### config.mk
export PLATFORM = sky130hd
export DESIGN_NAME = dec_chain_ctrl
export DESIGN_NICKNAME = d
export VERILOG_FILES = /design/src/rtl/dec_chain_ctrl.sv
export SDC_FILE = /design/constraint.sdc
export NUM_CORES = 1
export LEC_CHECK = 0
export ABC_AREA = 1
export CAP_MARGIN = 20
export CORE_MARGIN = 1
export CORE_UTILIZATION = 50
export DETAILED_ROUTE_END_ITERATION = 16
export PLACE_DENSITY = 0.84
export SYNTH_ARGS = -nofsm -noshare
export SYNTH_HDL_FRONTEND = slang
export SYNTH_SLANG_ARGS = --single-unit
### constraint.sdc
create_clock -name clk -period 1.7 [get_ports clk]
set_clock_uncertainty 0.1 [all_clocks]
set_input_delay 0.255 -clock clk [delete_from_list [all_inputs] [get_ports clk]]
set_output_delay 0.255 -clock clk [all_outputs]
set_load 0.005 [all_outputs]
### src/rtl/dec_chain_ctrl.sv
// dec_chain_ctrl: sequencing and configuration controller for the receive decimation chain
// (CIC -> hb1 -> hb2). It decodes a requested total decimation into the CIC rate and the
// halfband bypass bits. On a reconfiguration it stops and drains the chain, then loads the
// new settings. After restart it hides the first chain output strobes from downstream.
//
// Optional build macro: DEC_CTRL_STATS_EN adds the reconfig_count and drop_count outputs.

module dec_chain_ctrl #(
   parameter int unsigned FLUSH_CYCLES   = 64,  // DRAIN length in clocks, 1..255
   parameter int unsigned SETTLE_OUTPUTS = 4    // strobes hidden after restart, 0..255
) (
   input  logic        clk,
   input  logic        rst_n,
   input  logic        enable,
   input  logic        cfg_stb,
   input  logic [7:0]  cfg_rate,
   input  logic        chain_stb,
   output logic        run_o,
   output logic [7:0]  cic_rate,
   output logic        hb1_bypass,
   output logic        hb2_bypass,
   output logic        cfg_busy,
   output logic        cfg_err,
   output logic        stb_valid
`ifdef DEC_CTRL_STATS_EN
   ,
   output logic [15:0] reconfig_count,
   output logic [15:0] drop_count
`endif
);

   localparam logic [2:0] StIdle   = 3'd0;
   localparam logic [2:0] StLoad   = 3'd1;
   localparam logic [2:0] StSettle = 3'd2;
   localparam logic [2:0] StRun    = 3'd3;
   localparam logic [2:0] StDrain  = 3'd4;

   localparam logic [7:0] FlushLast   = 8'(FLUSH_CYCLES - 1);
   localparam logic [7:0] SettleCount = 8'(SETTLE_OUTPUTS);

   logic [2:0] state_q, state_d;
   // Shared counter: drain cycles remaining in DRAIN, strobes seen in SETTLE.
   logic [7:0] cnt_q, cnt_d;
   logic       reload_q, reload_d;
   logic       load_apply;

   logic [7:0] pend_cic_q;
   logic       pend_hb1_q, pend_hb2_q;
   logic [7:0] cic_q;
   logic       hb1_q, hb2_q;
   logic       run_q, busy_q, in_run_q, err_q;

   logic [7:0] dec_cic;
   logic       dec_hb1, dec_hb2;
   logic       cfg_open, cfg_acc, cfg_rej;

   // Rate decode: strip a factor of two per active halfband.
   always_comb begin
      dec_cic = cfg_rate;
      dec_hb1 = 1'b1;
      dec_hb2 = 1'b1;
      if (cfg_rate[1:0] == 2'b00) begin
         dec_cic = {2'b00, cfg_rate[7:2]};
         dec_hb1 = 1'b0;
         dec_hb2 = 1'b0;
      end else if (cfg_rate[0] == 1'b0) begin
         dec_cic = {1'b0, cfg_rate[7:1]};
         dec_hb1 = 1'b1;
         dec_hb2 = 1'b0;
      end
   end

   // Configuration is only taken while the chain is idle or steadily running.
   always_comb begin
      cfg_open = (state_q == StIdle) || (state_q == StRun);
      cfg_acc  = cfg_stb && cfg_open && (cfg_rate != 8'd0);
      cfg_rej  = cfg_stb && !cfg_acc;
   end

   // Next-state logic for the sequencing FSM and its shared counter.
   always_comb begin
      state_d    = state_q;
      cnt_d      = cnt_q;
      reload_d   = reload_q;
      load_apply = 1'b0;
      case (state_q)
         StIdle: begin
            if (cfg_acc) begin
               state_d = StLoad;
            end else if (enable) begin
               state_d = StSettle;
               cnt_d   = 8'd0;
            end
         end
         StLoad: begin
            load_apply = 1'b1;
            reload_d   = 1'b0;
            if (enable) begin
               state_d = StSettle;
               cnt_d   = 8'd0;
            end else begin
               state_d = StIdle;
            end
         end
         StSettle: begin
            if (!enable) begin
               state_d  = StDrain;
               cnt_d    = FlushLast;
               reload_d = 1'b0;
            end else if (cnt_q == SettleCount) begin
               state_d = StRun;
            end else if (chain_stb) begin
               cnt_d = cnt_q + 8'd1;
            end
         end
         StRun: begin
            // A config strobe wins over enable falling; LOAD then resolves enable.
            if (cfg_acc) begin
               state_d  = StDrain;
               cnt_d    = FlushLast;
               reload_d = 1'b1;
            end else if (!enable) begin
               state_d  = StDrain;
               cnt_d    = FlushLast;
               reload_d = 1'b0;
            end
         end
         StDrain: begin
            if (cnt_q == 8'd0) begin
               state_d = reload_q ? StLoad : StIdle;
            end else begin
               cnt_d = cnt_q - 8'd1;
            end
         end
         default: begin
            state_d  = StIdle;
            cnt_d    = 8'd0;
            reload_d = 1'b0;
         end
      endcase
   end

   // State, pending settings, applied settings and registered output decodes.
   always_ff @(posedge clk) begin
      if (!rst_n) begin
         state_q    <= StIdle;
         cnt_q      <= 8'd0;
         reload_q   <= 1'b0;
         pend_cic_q <= 8'd1;
         pend_hb1_q <= 1'b1;
         pend_hb2_q <= 1'b1;
         cic_q      <= 8'd1;
         hb1_q      <= 1'b1;
         hb2_q      <= 1'b1;
         run_q      <= 1'b0;
         busy_q     <= 1'b0;
         in_run_q   <= 1'b0;
         err_q      <= 1'b0;
      end else begin
         state_q  <= state_d;
         cnt_q    <= cnt_d;
         reload_q <= reload_d;
         // Decodes are taken from the next state so they line up with state_q.
         run_q    <= (state_d == StSettle) || (state_d == StRun);
         busy_q   <= (state_d == StDrain) || (state_d == StLoad) || (state_d == StSettle);
         in_run_q <= (state_d == StRun);
         if (cfg_acc) begin
            pend_cic_q <= dec_cic;
            pend_hb1_q <= dec_hb1;
            pend_hb2_q <= dec_hb2;
            err_q      <= 1'b0;
         end else if (cfg_rej) begin
            err_q <= 1'b1;
         end
         if (load_apply) begin
            cic_q <= pend_cic_q;
            hb1_q <= pend_hb1_q;
            hb2_q <= pend_hb2_q;
         end
      end
   end

   assign run_o      = run_q;
   assign cic_rate   = cic_q;
   assign hb1_bypass = hb1_q;
   assign hb2_bypass = hb2_q;
   assign cfg_busy   = busy_q;
   assign cfg_err    = err_q;
   assign stb_valid  = chain_stb && in_run_q;

`ifdef DEC_CTRL_STATS_EN
   logic [15:0] reconfig_cnt_q;
   logic [15:0] drop_cnt_q;

   // Reconfiguration count wraps; dropped start-up strobe count saturates.
   always_ff @(posedge clk) begin
      if (!rst_n) begin
         reconfig_cnt_q <= 16'd0;
         drop_cnt_q     <= 16'd0;
      end else begin
         if (state_q == StLoad) begin
            reconfig_cnt_q <= reconfig_cnt_q + 16'd1;
         end
         if ((state_q == StSettle) && chain_stb && (drop_cnt_q != 16'hFFFF)) begin
            drop_cnt_q <= drop_cnt_q + 16'd1;
         end
      end
   end

   assign reconfig_count = reconfig_cnt_q;
   assign drop_count     = drop_cnt_q;
`endif

endmodule

# Yosys cells after proc, flatten, opt, wreduce, memory -nomap -nowiden
# Index checks and enable logic that the tools add are counted.
[op_classes] mul=0 n_addsub=2 eq_ne=14 n_div=0 n_mux=28 bitwise_logic=1 n_shift=0 n_reduce_logical=16 order_cmp=0
[ops] op="$mux W8" count=10
[ops] op="$pmux W8 S5" count=1
[ops] op="$mux W3" count=7
[ops] op="$pmux W3 S5" count=1
[ops] op="$eq A3 B2 Y1 const B" count=4
[ops] op="$ne A3 B3 Y1 const B" count=3
[ops] op="$add A8 B1 Y8 const B" count=1
[ops] op="$eq A8 B3 Y1 const B" count=1
[ops] op="$logic_not A8 Y1" count=1
[ops] op="$reduce_bool A8 Y1" count=1
[ops] op="$sub A8 B1 Y8 const B" count=1
[ops] op="$mux W1" count=7
[ops] op="$eq A3 B1 Y1 const B" count=2
[ops] op="$eq A3 B3 Y1 const B" count=2
[ops] op="$reduce_and A5 Y1" count=1
[ops] op="$logic_and A1 B1 Y1" count=4
[ops] op="$logic_or A1 B1 Y1" count=4
[ops] op="$ne A2 B2 Y1 const B" count=2
[ops] op="$reduce_or A2 Y1" count=2
[ops] op="$logic_not A3 Y1" count=1
[ops] op="$pmux W1 S3" count=1
[ops] op="$logic_not A2 Y1" count=1
[ops] op="$mux W2" count=1
[ops] op="$logic_not A1 Y1" count=1
[ops] op="$not A1 Y1" count=1
[totals] romBits=0 latch_bits=0 mem_count=0 regBits=36 ram_bits=0 elab_cells=74

# Logic depth before layout (Yosys ltp)
[logic_depth] depth_word=9 ltp_mapped=12 ltp_nobuf=11

# Least setup slack after synthesis
# OpenSTA, ideal clock, no wires.
[synth_path] kind="flip-flop to flip-flop" startpoint="register cnt_q[0]" endpoint="register cnt_q[6]" path_stages_with_launch=11 t_arrival_ns=1.401 setup_slack_ns=0.067 cell_sequence="dfxtp_1 inv_1 ha_1 nand2_1 nor2_1 nand3_1 nand2_1 nor2_2 nand3_4 nand2_1 a21oi_1"
[synth_between] elab_chain_cells=5
[synth_rtl] item="start, declared" line="43" text="logic [7:0] cnt_q, cnt_d;"
[synth_rtl] item="start signal, assigned" line="161" text="cnt_q <= cnt_d;"
[synth_rtl] item="$add A8 B1 Y8" line="113" text="cnt_d = cnt_q + 8'd1;"
[synth_rtl] item="$mux W8" line="112" text="end else if (chain_stb) begin"
[synth_rtl] item="$mux W8" line="110" text="end else if (cnt_q == SettleCount) begin"
[synth_rtl] item="$mux W8" line="106" text="if (!enable) begin"
[synth_rtl] item="$pmux W8 S5" line="86" text="case (state_q)"
# Parallel ways exist; a longest one is shown, timed or not. The select of a mux whose other input is x is not followed.
# A chain may end at the register's enable or synchronous reset.

# Worst setup path after layout
[layout_path] startpoint="register cnt_q[0]" endpoint="register busy_q (netlist: cfg_busy)"
[layout_between] elab_chain_cells=7
[layout_rtl] item="$eq A8 B3 Y1" line="110"
[layout_rtl] item="$mux W3" line="110"
[layout_rtl] item="$mux W3" line="106"
[layout_rtl] item="$pmux W3 S5 (*)" line="86"
[layout_rtl] item="$eq A3 B3 Y1 or $eq A3 B1 Y1 (tied branches)" line="165" text="busy_q <= (state_d == StDrain) || (state_d == StLoad) || (state_d == StSettle);"
[layout_rtl] item="$logic_or A1 B1 Y1" line="165"
[layout_rtl] item="$logic_or A1 B1 Y1 (*)" line="165"
[layout_rtl] item="end signal, assigned" line="165"
[layout_rtl] item="end, declared" line="51" text="logic run_q, busy_q, in_run_q, err_q;"
# Every way passes the cells marked *; elsewhere a longest branch is shown, timed or not.

==> flow_summary.ini <==
[worst_setup_path]
startpoint_type = flop
reg2regPathDepth = 12
cp_slowest_cell = sky130_fd_sc_hd__dfxtp_2
r2r_slack_ns = 0.03
worst_path_largest_cell_delay_ns = 0.32
cp_max_fo = 3
timing.critical_path.arrival_ns = 1.77
end_kind = flop
reg2reg_from = cnt_q[0]
reg2reg_to = cfg_busy
cp_data_required_time_ns = 1.80
worstPathCellList = inv_1 -> ha_4 -> nand2_1 -> nor2_1 -> nand3_1 -> buf_4 -> nand2_1 -> inv_1 -> nand3_2 -> nand2_1 -> nand2_1 -> nor2_1
cell_mode_on_critical_path = sky130_fd_sc_hd__nand2_1
timing_worst_setup_path_type = reg -> reg

[clocking]
clock-root-buffer = sky130_fd_sc_hd__clkbuf_8
cts_hold_buf = 0
clk_pin_slew_ns = 0.07
post-cts-setup-buffers = 0
cts_h_tree_lvls = 2
insertion_delay_ns = 0.29
cts_tree = done
cts_max_path_buffers = 2
cts-buffers-inserted = 5
numClockSinks = 36

[logic_synthesis]
post-synth-top-area-fraction_pct = 34.3
synth.distinct_cells = 28
mappedNetlistArea_um2 = 2100
syn-mean-instance-area_um2 = 6.56
synthesized_netlist_net_count = 335
synth.top_cells.by_area = sky130_fd_sc_hd__dfxtp_1, sky130_fd_sc_hd__nand2_1, sky130_fd_sc_hd__nand3_1, sky130_fd_sc_hd__nor2_1, sky130_fd_sc_hd__inv_1
ys.warnings.count = 0
synth-seq-cells = 36
synthesis.instances = 320
yosysTopAreaCell = sky130_fd_sc_hd__dfxtp_1
ys_seq_area_share_pct = 34.3

[cells_and_area]
post_synthesis_to_final_layout_area_growth_pct = 35.7
total_inserted_antenna_cells = 0
final_nets = 399
post-route-util_pct = 70.7
drive_gt1_share_pct = 22.9

[global_routing]
grt_pass1_vias = 2126
globalRoute.totalOverflow = 0
grt_use_total_pct = 27.3
grt_max_degree = 22
initial_antenna_violation_count = 0
grt_pass1_wl_um = 9040

[timing]
final-hold-violation-count = 0
timing.slew.headroom_pct = 70.1
unrepaired_setup_endpoints_after_global_routing = true
tightest_slew_ns = 0.446
fin_setup_tns_ns = 0
clock.fmax_mhz = 597
timing.final.max_slew_violations = 0
final_count_of_negative_setup_slack_endpoints = 0
finalCriticalPeriod_ns = 1.67
part_of_the_cycle_the_worst_path_needs_pct = 98.5
fin_hold_ws_ns = 0.364

[run]
max_cap_viol_count = 0

[hold_path]
timing.hold.worst_endpoint = cic_rate[0]
min_delay_path_depth = 2
hold_path_startpoint = cic_rate[0]
worst_hold_path_type = reg -> reg

[floorplanning]
dieWidth_um = 66.8
floorplan.die.height_um = 66.8
die_area_um2 = 4460
io-pin-count = 27
initial_core_util_pct = 52.1
num_rows = 23
core_um2 = 4030

[detailed_routing]
routed-via-count = 2366
dr.first_iter.drc_count = 215
drt_drc_violations_left = 0
detail-route-antenna-nets = 0
firstDrtPassIters = 5
routed_wire_length_per_instance_um = 13.5
avgViaCountPerCell = 5.44
routed_wirelength_um = 5860

[place]
gp_congestion = 0.890
buffer_ports.inserted = 26
place_hpwl_um = 4140

[outcome]
outcome = finished clean

[power_and_ir_drop]
standby_leakage_power_nw = 1.34
finalPower_mw = 2.23
vdd.ir_drop.worst_mv = 0.597
power_density_nw_per_um2 = 783
[timing repair]
action	in CTS	in global routing
pin swaps	0	4
resized for setup	1	25
hold endpoints to repair	0	0
cloned	0	1
setup endpoints to repair	6	22
[registers in the layout (all words and copies together), names as in the netlist]
| name | cells |
|---|---|
| hb1_bypass | 1 |
| pend_cic_q | 8 |
| in_run_q | 1 |
| run_o | 1 |
| state_q | 3 |
| pend_hb1_q | 1 |
| cfg_busy | 1 |
| reload_q | 1 |
| cfg_err | 1 |
| pend_hb2_q | 1 |
| cic_rate | 8 |
| cnt_q | 8 |
| hb2_bypass | 1 |
[power breakdown]
group	internal (mW)	switching, mW	leakage (nW)	total (mW)
Clock	0.329	0.312	0.0445	0.641
Combinational	0.284	0.349	0.998	0.634
Sequential	0.911	0.0447	0.297	0.956
[kinds of logic after synthesis]
| group | synth area share, % |
|---|---|
| adders and majority gates | 1.19 |
| DFF | 34.3 |
| AOI/OAI and AO/OA | 13.2 |
| buffers and inverters | 10.3 |
| and+or+nand+nor | 41.0 |
[metrics by stage]
step	setup slack (ns)	cells	area [µm²]
global placement	-0.145	426	2670
CTS	0.0287	434	2770
finish	0.0255	435	2850
floorplan	0.0671	320	2100
global route	-0.0896	435	2850
detailed placement	-0.195	426	2670
[metal layers]
metal / GRT usage (%) / part of all wire, % / vias to the layer above
li1: - / - / 1166
met1: 30.6 / 41 / 1081
met2: 48.2 / 50 / 99
met3: 6.34 / 5.3 / 20
met4: 12.8 / 3.0 / 0
met5: 0 / 0 / -
[placed cells by master (no fill, tap or decap), types with 7 or more instances in the layout]
cell and n:
sky130_fd_sc_hd__dfxtp_1 30, sky130_fd_sc_hd__a21oi_1 18, sky130_fd_sc_hd__clkdlybuf4s50_1 25, sky130_fd_sc_hd__nand3_1 37
sky130_fd_sc_hd__buf_4 40, sky130_fd_sc_hd__o21ai_0 23, sky130_fd_sc_hd__nand2_1 68, sky130_fd_sc_hd__inv_1 34
sky130_fd_sc_hd__nor2_2 7, sky130_fd_sc_hd__nor2_1 38
[cells in the mapped netlist]
cell,count
sky130_fd_sc_hd__nor2_8,1
sky130_fd_sc_hd__o21ai_0,25
sky130_fd_sc_hd__inv_1,34
sky130_fd_sc_hd__o211ai_1,1
sky130_fd_sc_hd__inv_2,4
sky130_fd_sc_hd__buf_6,3
sky130_fd_sc_hd__nor2_1,44
sky130_fd_sc_hd__nand2_1,71
sky130_fd_sc_hd__nand4_1,6
sky130_fd_sc_hd__buf_2,5
sky130_fd_sc_hd__nand2_4,3
sky130_fd_sc_hd__a22oi_1,4
sky130_fd_sc_hd__o31ai_1,1
sky130_fd_sc_hd__nand2_2,2
sky130_fd_sc_hd__nor3_1,4
sky130_fd_sc_hd__a21oi_1,18
sky130_fd_sc_hd__clkinv_1,1
sky130_fd_sc_hd__nor2_2,5
sky130_fd_sc_hd__nand3_4,3
sky130_fd_sc_hd__a31oi_1,1
sky130_fd_sc_hd__nor2_4,1
sky130_fd_sc_hd__or2_2,1
sky130_fd_sc_hd__nand3_1,37
sky130_fd_sc_hd__o21ai_1,2
sky130_fd_sc_hd__dfxtp_1,36
sky130_fd_sc_hd__ha_1,2
sky130_fd_sc_hd__nand3_2,2
sky130_fd_sc_hd__clkbuf_1,3
[critical path: cells and delay by family (launching register included)]
family | cells | cell delay [ns]
flip-flops | 1 | 0.32
adder cells (fa/ha/maj) | 1 | 0.15
buffers and inverters | 3 | 0.33
AND/OR/NAND/NOR | 8 | 0.66
[cell type report]
| type | count | area (µm²) |
|---|---|---|
| clock inverter | 1 | 7.51 |
| inverter | 39 | 146 |
| multi-input combinational | 235 | 1240 |
| sequential | 36 | 728 |
| fill | 333 | 1180 |
| tap | 50 | 62.6 |
| timing repair buffer | 67 | 583 |
| clock buffer | 7 | 86.3 |
[worst max path at each step]
stage,endpoint,startpoint,cells past startpoint
3_3_place_gp,cnt_q[7],cfg_rate[1],9
2_1_floorplan,cnt_q[6],cnt_q[0],10
3_5_place_dp,cnt_q[0],enable,8
4_1_cts,stb_valid,chain_stb,4
5_1_grt,cfg_busy,cnt_q[0],12
6_report,cfg_busy,cnt_q[0],12
No activity file was read; power rests on OpenSTA's default activity.
